==> config.mk <==
export PLATFORM = sky130hd
export DESIGN_NAME = core_output_collector_flat
export DESIGN_NICKNAME = d
export VERILOG_FILES = /design/src/rtl/core_output_collector_if.sv /design/src/rtl/core_output_collector.sv /design/src/flat_wrapper.sv
export SDC_FILE = /design/constraint.sdc
export NUM_CORES = 2
export LEC_CHECK = 0
export CAP_MARGIN = 20
export CORE_UTILIZATION = 55
export CTS_BUF_LIST = sky130_fd_sc_hd__clkbuf_8
export CTS_CLUSTER_DIAMETER = 80
export CTS_CLUSTER_SIZE = 14
export DETAILED_ROUTE_END_ITERATION = 8
export GPL_TIMING_DRIVEN = 0
export PLACE_DENSITY = 0.79
export SLEW_MARGIN = 20
export SYNTH_ARGS = -nofsm -noshare
export SYNTH_HDL_FRONTEND = slang
export SYNTH_SLANG_ARGS = --single-unit
==> constraint.sdc <==
create_clock -name clk -period 28.3 [get_ports clk]
set_input_delay 4.245 -clock clk [delete_from_list [all_inputs] [get_ports clk]]
set_output_delay 4.245 -clock clk [all_outputs]
set_load 0.02 [all_outputs]
==> src/rtl/core_output_collector_if.sv <==
// Core-result and output-stream bundle for the output collector.
// The collector attaches to the slave modport; the producer/consumer side to master.
interface core_output_collector_if #(
  parameter int N_CORES = 22,
  parameter int DATA_W  = 31,
  parameter int IDX_W   = 5,
  parameter int LVL_W   = 5
);
  logic [N_CORES*DATA_W-1:0] core_data;
  logic [N_CORES-1:0]        core_en;
  logic signed [DATA_W-1:0]  out_data;
  logic [IDX_W-1:0]          out_idx;
  logic                      out_valid;
  logic                      out_ready;
  logic [LVL_W-1:0]          fifo_level;
  logic [N_CORES-1:0]        overrun;

  modport master (
    output core_data, core_en, out_ready,
    input  out_data, out_idx, out_valid, fifo_level, overrun
  );

  modport slave (
    input  core_data, core_en, out_ready,
    output out_data, out_idx, out_valid, fifo_level, overrun
  );
endinterface

==> src/rtl/core_output_collector.sv <==
// Collects per-core result strobes into one-entry holds, drains them round-robin
// into a tagged first-word-fall-through FIFO with a valid/ready output.
module core_output_collector #(
  parameter int N_CORES    = 22,
  parameter int DATA_W     = 31,
  parameter int IDX_W      = 5,
  parameter int FIFO_DEPTH = 16,
  parameter int LVL_W      = 5
) (
  input logic clk,
  input logic rst,
  core_output_collector_if.slave bus
);
  localparam int PTR_W = $clog2(FIFO_DEPTH);

  function automatic logic [IDX_W-1:0] rr_index(input logic [IDX_W-1:0] base, input int off);
    int s;
    s = int'(base) + off;
    if (s >= N_CORES) s = s - N_CORES;
    return IDX_W'(s);
  endfunction

  logic [N_CORES-1:0]       r_hold_vld_p0;
  logic signed [DATA_W-1:0] r_hold_data_p0 [N_CORES];
  logic [N_CORES-1:0]       r_overrun;
  logic [IDX_W-1:0]         r_rr_ptr;

  logic signed [DATA_W-1:0] r_mem_data_p1 [FIFO_DEPTH];
  logic [IDX_W-1:0]         r_mem_idx_p1  [FIFO_DEPTH];
  logic [PTR_W-1:0]         r_wr_ptr;
  logic [PTR_W-1:0]         r_rd_ptr;
  logic [LVL_W-1:0]         r_level;

  logic                     w_empty;
  logic                     w_full;
  logic                     w_pop;
  logic                     w_can_push;
  logic                     w_gnt_vld;
  logic [IDX_W-1:0]         w_gnt_idx;
  logic [N_CORES-1:0]       w_gnt_oh;
  logic [IDX_W-1:0]         w_rr_nxt;

  assign w_empty    = (r_level == '0);
  assign w_full     = (r_level == LVL_W'(FIFO_DEPTH));
  assign w_pop      = !w_empty && bus.out_ready;
  // A full FIFO can still accept a push when its head leaves in the same cycle.
  assign w_can_push = !w_full || w_pop;

  always_comb begin
    w_gnt_vld = 1'b0;
    w_gnt_idx = '0;
    w_gnt_oh  = '0;
    if (w_can_push) begin
      for (int k = 0; k < N_CORES; k++) begin
        if (!w_gnt_vld && r_hold_vld_p0[rr_index(r_rr_ptr, k)]) begin
          w_gnt_vld = 1'b1;
          w_gnt_idx = rr_index(r_rr_ptr, k);
        end
      end
    end
    if (w_gnt_vld) w_gnt_oh[w_gnt_idx] = 1'b1;
  end

  assign w_rr_nxt = (w_gnt_idx == IDX_W'(N_CORES - 1)) ? '0 : w_gnt_idx + IDX_W'(1);

  // Stage p0: per-core holding registers, overrun flags and arbiter pointer.
  always_ff @(posedge clk or posedge rst) begin
    if (rst) begin
      r_hold_vld_p0 <= '0;
      r_overrun     <= '0;
      r_rr_ptr      <= '0;
    end else begin
      for (int i = 0; i < N_CORES; i++) begin
        if (bus.core_en[i] && (!r_hold_vld_p0[i] || w_gnt_oh[i])) begin
          r_hold_vld_p0[i] <= 1'b1;
        end else if (w_gnt_oh[i]) begin
          r_hold_vld_p0[i] <= 1'b0;
        end
        if (bus.core_en[i] && r_hold_vld_p0[i] && !w_gnt_oh[i]) begin
          r_overrun[i] <= 1'b1;
        end
      end
      if (w_gnt_vld) r_rr_ptr <= w_rr_nxt;
    end
  end

  always_ff @(posedge clk) begin
    for (int i = 0; i < N_CORES; i++) begin
      if (bus.core_en[i] && (!r_hold_vld_p0[i] || w_gnt_oh[i])) begin
        r_hold_data_p0[i] <= bus.core_data[i*DATA_W +: DATA_W];
      end
    end
  end

  // Stage p1: output FIFO; the arbiter grant is the push.
  always_ff @(posedge clk or posedge rst) begin
    if (rst) begin
      r_wr_ptr <= '0;
      r_rd_ptr <= '0;
      r_level  <= '0;
    end else begin
      if (w_gnt_vld) r_wr_ptr <= r_wr_ptr + PTR_W'(1);
      if (w_pop)     r_rd_ptr <= r_rd_ptr + PTR_W'(1);
      case ({w_gnt_vld, w_pop})
        2'b10:   r_level <= r_level + LVL_W'(1);
        2'b01:   r_level <= r_level - LVL_W'(1);
        default: r_level <= r_level;
      endcase
    end
  end

  always_ff @(posedge clk) begin
    if (w_gnt_vld) begin
      r_mem_data_p1[r_wr_ptr] <= r_hold_data_p0[w_gnt_idx];
      r_mem_idx_p1[r_wr_ptr]  <= w_gnt_idx;
    end
  end

  assign bus.out_valid  = !w_empty;
  assign bus.out_data   = w_empty ? '0 : r_mem_data_p1[r_rd_ptr];
  assign bus.out_idx    = w_empty ? '0 : r_mem_idx_p1[r_rd_ptr];
  assign bus.fifo_level = r_level;
  assign bus.overrun    = r_overrun;
endmodule

==> src/flat_wrapper.sv <==
// flat-port wrapper written by rule: the top's interface ports become plain ports
module core_output_collector_flat 
#(
  parameter int N_CORES    = 22,
  parameter int DATA_W     = 31,
  parameter int IDX_W      = 5,
  parameter int FIFO_DEPTH = 16,
  parameter int LVL_W      = 5
)
  (clk, rst, bus_core_data, bus_core_en, bus_out_ready, bus_out_data, bus_out_idx, bus_out_valid, bus_fifo_level, bus_overrun);
  core_output_collector_if #(.N_CORES(N_CORES), .DATA_W(DATA_W), .IDX_W(IDX_W), .LVL_W(LVL_W)) bus_i ();
  input logic clk;
  input logic rst;
  input wire logic [$bits(bus_i.core_data)-1:0] bus_core_data;
  input wire logic [$bits(bus_i.core_en)-1:0] bus_core_en;
  input wire logic [$bits(bus_i.out_ready)-1:0] bus_out_ready;
  output wire logic [$bits(bus_i.out_data)-1:0] bus_out_data;
  output wire logic [$bits(bus_i.out_idx)-1:0] bus_out_idx;
  output wire logic [$bits(bus_i.out_valid)-1:0] bus_out_valid;
  output wire logic [$bits(bus_i.fifo_level)-1:0] bus_fifo_level;
  output wire logic [$bits(bus_i.overrun)-1:0] bus_overrun;
  assign bus_i.core_data = bus_core_data;
  assign bus_i.core_en = bus_core_en;
  assign bus_i.out_ready = bus_out_ready;
  assign bus_out_data = bus_i.out_data;
  assign bus_out_idx = bus_i.out_idx;
  assign bus_out_valid = bus_i.out_valid;
  assign bus_fifo_level = bus_i.fifo_level;
  assign bus_overrun = bus_i.overrun;
  core_output_collector #(.N_CORES(N_CORES), .DATA_W(DATA_W), .IDX_W(IDX_W), .FIFO_DEPTH(FIFO_DEPTH), .LVL_W(LVL_W)) u_core (.clk(clk), .rst(rst), .bus(bus_i));
endmodule
==> flow_summary.toml <==
[outcome]
outcome = "finished, final reports clean"

[cts]
clock_path_buffers = 3
postCtsHoldBufs = 0
cts_setup_buffers = 0
cts_tree = "yes"
path_clk_slew_ps = 100
htree_levels = 3
clockRootBuffer = "clkbuf_8"
clkLatencyLatePin_ps = 880
cts_resized = 0
numCtsBuffers = 106
cts.sinks = 1320

[timing]
report.final.slew_viol_count = 0
worstMarginPinSlew_ps = 1330
rsz0062_at_grt = "false"
relSlewSlack_pct = 10.7
finalCriticalPeriod_ps = 13040
skew_ps = 88.1
finalSetupViolations = 0
setup_tns_ps = 0
hold_viol_final = 0
max_freq_ghz = 0.0767
post-route-period-util_pct = 46.1

[route]
wirelength_um = 277000
vias = 47500
avgRoutedWirePerCell_um = 41.3
dr.pass1.iters = 7
drt_iter0_drc = 7988
avgViaCountPerCell = 7.06
drtAntennaViolNets = 0
drc = 0

[layout]
final_nets = 5863
multiInputGateArea_um2 = 21900
fill_cells = 7837
seqCellArea_um2 = 39300
drive_above_1_share_pct = 15.8
syn_to_final_growth_pct = 20.9

[setup_path]
cpMostUsedCell = "buf_2"
reg2reg_from = "u_core.r_rr_ptr[1]$_DFFE_PP0P_"
crit_start = "u_core.r_rr_ptr[1]$_DFFE_PP0P_"
max_stage_delay_ps = 800
required_ps = 28870
crit_type = "register to register"
slowest_stage = "o31ai_1"
cp-end-kind = "register"
cp_max_fo = 17
start_kind = "register"
crit_arrival_ps = 13600

[placed_design]
io_buffers = 770
dp_hpwl_um = 214000
place_congestion = 1.06

[logic_synthesis]
async_reset_ff_share_pct = 4.70
syn_inst = 4164
synth_edf_count = 1258
ys_types = 123
synth.avg_cell_area_um2 = 15.0
ys_ff_latch = 1320
ys_seq_area_share_pct = 62.9
synth_flop_cell = "edfxtp_1"
ys_warn_count = 0
synth_fp_nets = 4912
synth_area_um2 = 62500

[flow_run]
maxCapViolCount = 0

[global_route]
grt_max_degree = 50
gr-usage-all-layers_pct = 47.2
antenna_found_initial = 92
grt_overflow = 0
grt_pass1_wl_um = 368000
grt_pass1_vias = 45300

[die]
die_w_um = 339
num_rows = 123
start_util_pct = 55.5
die_h_um = 339
fp.coreArea_um2 = 113000
ioPinCount = 771
dieArea_um2 = 115000

[min_path]
hp-class = "register to register"
hp-start = "u_core.bus.overrun[18]$_DFFE_PP0P_"
## critical path, delay by kind of cell, from the launching register on
kind | cells | cell delay, ps
fa+ha+maj | 3 | 1040
compound gates | 5 | 2280
mux | 1 | 620
simple gates | 7 | 2290
flops | 1 | 720
buf+inv | 16 | 5620
## Yosys cell counts, types with 14 or more instances
| cell type | instances | area [µm²] |
|---|---|---|
| edfxtp_1 | 1258 | 37800 |
| mux2i_1 | 381 | 3810 |
| nand2_1 | 249 | 935 |
| mux4_2 | 196 | 4410 |
| a21oi_1 | 163 | 816 |
| nor2_1 | 159 | 597 |
| mux2_2 | 144 | 1620 |
| o21ai_0 | 108 | 541 |
| clkbuf_1 | 107 | 402 |
| o22ai_1 | 89 | 557 |
| buf_2 | 70 | 350 |
| and2_1 | 69 | 432 |
| dfrtp_1 | 62 | 1550 |
| nor3_1 | 58 | 290 |
| xnor2_1 | 51 | 447 |
| a211oi_1 | 48 | 360 |
| nand3_1 | 47 | 235 |
| a211o_1 | 42 | 368 |
| inv_1 | 42 | 158 |
| ha_1 | 40 | 500 |
| a31oi_1 | 36 | 225 |
| a21o_1 | 35 | 263 |
| a32oi_1 | 34 | 298 |
| o211ai_1 | 34 | 255 |
| nor2b_1 | 33 | 206 |
| buf_1 | 29 | 109 |
| buf_4 | 29 | 218 |
| nand2b_1 | 26 | 163 |
| o31ai_1 | 24 | 180 |
| buf_6 | 23 | 259 |
| or3_1 | 23 | 144 |
| nand4_1 | 22 | 138 |
| and3_1 | 20 | 125 |
| mux2_1 | 19 | 214 |
| o21bai_1 | 19 | 143 |
| o21ai_1 | 17 | 85.1 |
| or2_2 | 16 | 100 |
| a22oi_1 | 14 | 105 |
| nor4_1 | 14 | 87.6 |
## final cells by class
| cell class | count | share of cell area (%) |
|---|---|---|
| flip-flops and latches | 1320 | 52.0 |
| multi-input cells | 2534 | 29.0 |
| repair buffers | 843 | 11.9 |
| well taps | 1500 | 2.48 |
| clock buffers | 109 | 1.99 |
| plain buffers | 258 | 1.79 |
| clock inverters | 33 | 0.303 |
| inverters | 52 | 0.265 |
| diodes | 73 | 0.242 |
## per-stage QoR
step	std cells	area (µm²)	utilization [%]	setup slack, ps	hold slack, ps
floorplan	4164	62500	-	18700	553
global placement	6434	72100	64.0	11370	441
detailed placement	6504	73600	65.3	16110	452
CTS	6646	75300	66.9	16050	471
global route	6711	75500	67.1	15580	486
finish	6722	75600	67.1	15260	469
## registers in the layout (all words and copies together) (netlist names)
register,count
u_core.r_rd_ptr,4
u_core.r_hold_data_p0,682
u_core.r_wr_ptr,4
u_core.r_mem_idx_p1,80
u_core.bus.fifo_level,5
u_core.r_rr_ptr,5
u_core.bus.overrun,22
u_core.r_mem_data_p1,496
u_core.r_hold_vld_p0,22
## layout by cell type (no fill, tap or decap), types with 26 or more instances in the layout
| cell | synthesis | final |
|---|---|---|
| a211o_1 | 42 | 42 |
| o211ai_1 | 34 | 34 |
| inv_1 | 42 | 64 |
| edfxtp_1 | 1258 | 1258 |
| a211oi_1 | 48 | 48 |
| mux2i_1 | 381 | 374 |
| nor2_1 | 159 | 147 |
| mux2_2 | 144 | 144 |
| a21o_1 | 35 | 35 |
| buf_6 | 23 | 31 |
| o21ai_0 | 108 | 107 |
| nand3_1 | 47 | 47 |
| a31oi_1 | 36 | 36 |
| ha_1 | 40 | 40 |
| xnor2_1 | 51 | 51 |
| diode_2 | 0 | 73 |
| buf_4 | 29 | 43 |
| nor3_1 | 58 | 54 |
| dfrtp_1 | 62 | 62 |
| mux4_2 | 196 | 196 |
| nand2_1 | 249 | 249 |
| clkdlybuf4s50_1 | 0 | 770 |
| buf_2 | 70 | 72 |
| nand2b_1 | 26 | 26 |
| a21oi_1 | 163 | 163 |
| and2_1 | 69 | 54 |
| buf_12 | 0 | 31 |
| clkbuf_1 | 107 | 102 |
| a32oi_1 | 34 | 34 |
| clkbuf_8 | 0 | 109 |
| o22ai_1 | 89 | 89 |
| nor2b_1 | 33 | 27 |
## kinds of logic (layout without fill, tap and decap cells)
kind of cell | after synthesis | count (layout) | synth area share [%]
buf+inv | 310 | 1295 | 2.46
simple gates | 796 | 796 | 6.43
mux | 742 | 742 | 16.1
xor+xnor | 68 | 68 | 1.05
other cells | 0 | 73 | 0
flops | 1320 | 1320 | 62.9
fa+ha+maj | 41 | 41 | 0.833
compound gates | 887 | 887 | 10.2
## worst paths after layout
kind                                                           endpoint  slack, ps  depth (start not counted)
worst max register to register  u_core.r_hold_data_p0[16][20]$_DFFE_PP_      15260                         32
worst min-delay path                 u_core.bus.overrun[18]$_DFFE_PP0P_        470                          1
worst max-delay path            u_core.r_hold_data_p0[16][20]$_DFFE_PP_      15260                         32
min in group asynchronous          u_core.bus.fifo_level[1]$_DFFE_PP0P_       3650                          2
worst min register to register       u_core.bus.overrun[18]$_DFFE_PP0P_        470                          1
max in group asynchronous            u_core.bus.overrun[13]$_DFFE_PP0P_      24020                          3
## routing by layer
metal	routed length (µm)	track usage, %	vias up
met5	149	0	-
met4	23600	34.1	22
met3	37500	14.1	858
met2	124000	71.2	4474
met1	92600	58.3	23500
li1	-	-	18600
Power is left out: the tool's default activity adds up to more than one toggle a clock period on the data nets, which glitch-free logic cannot reach.
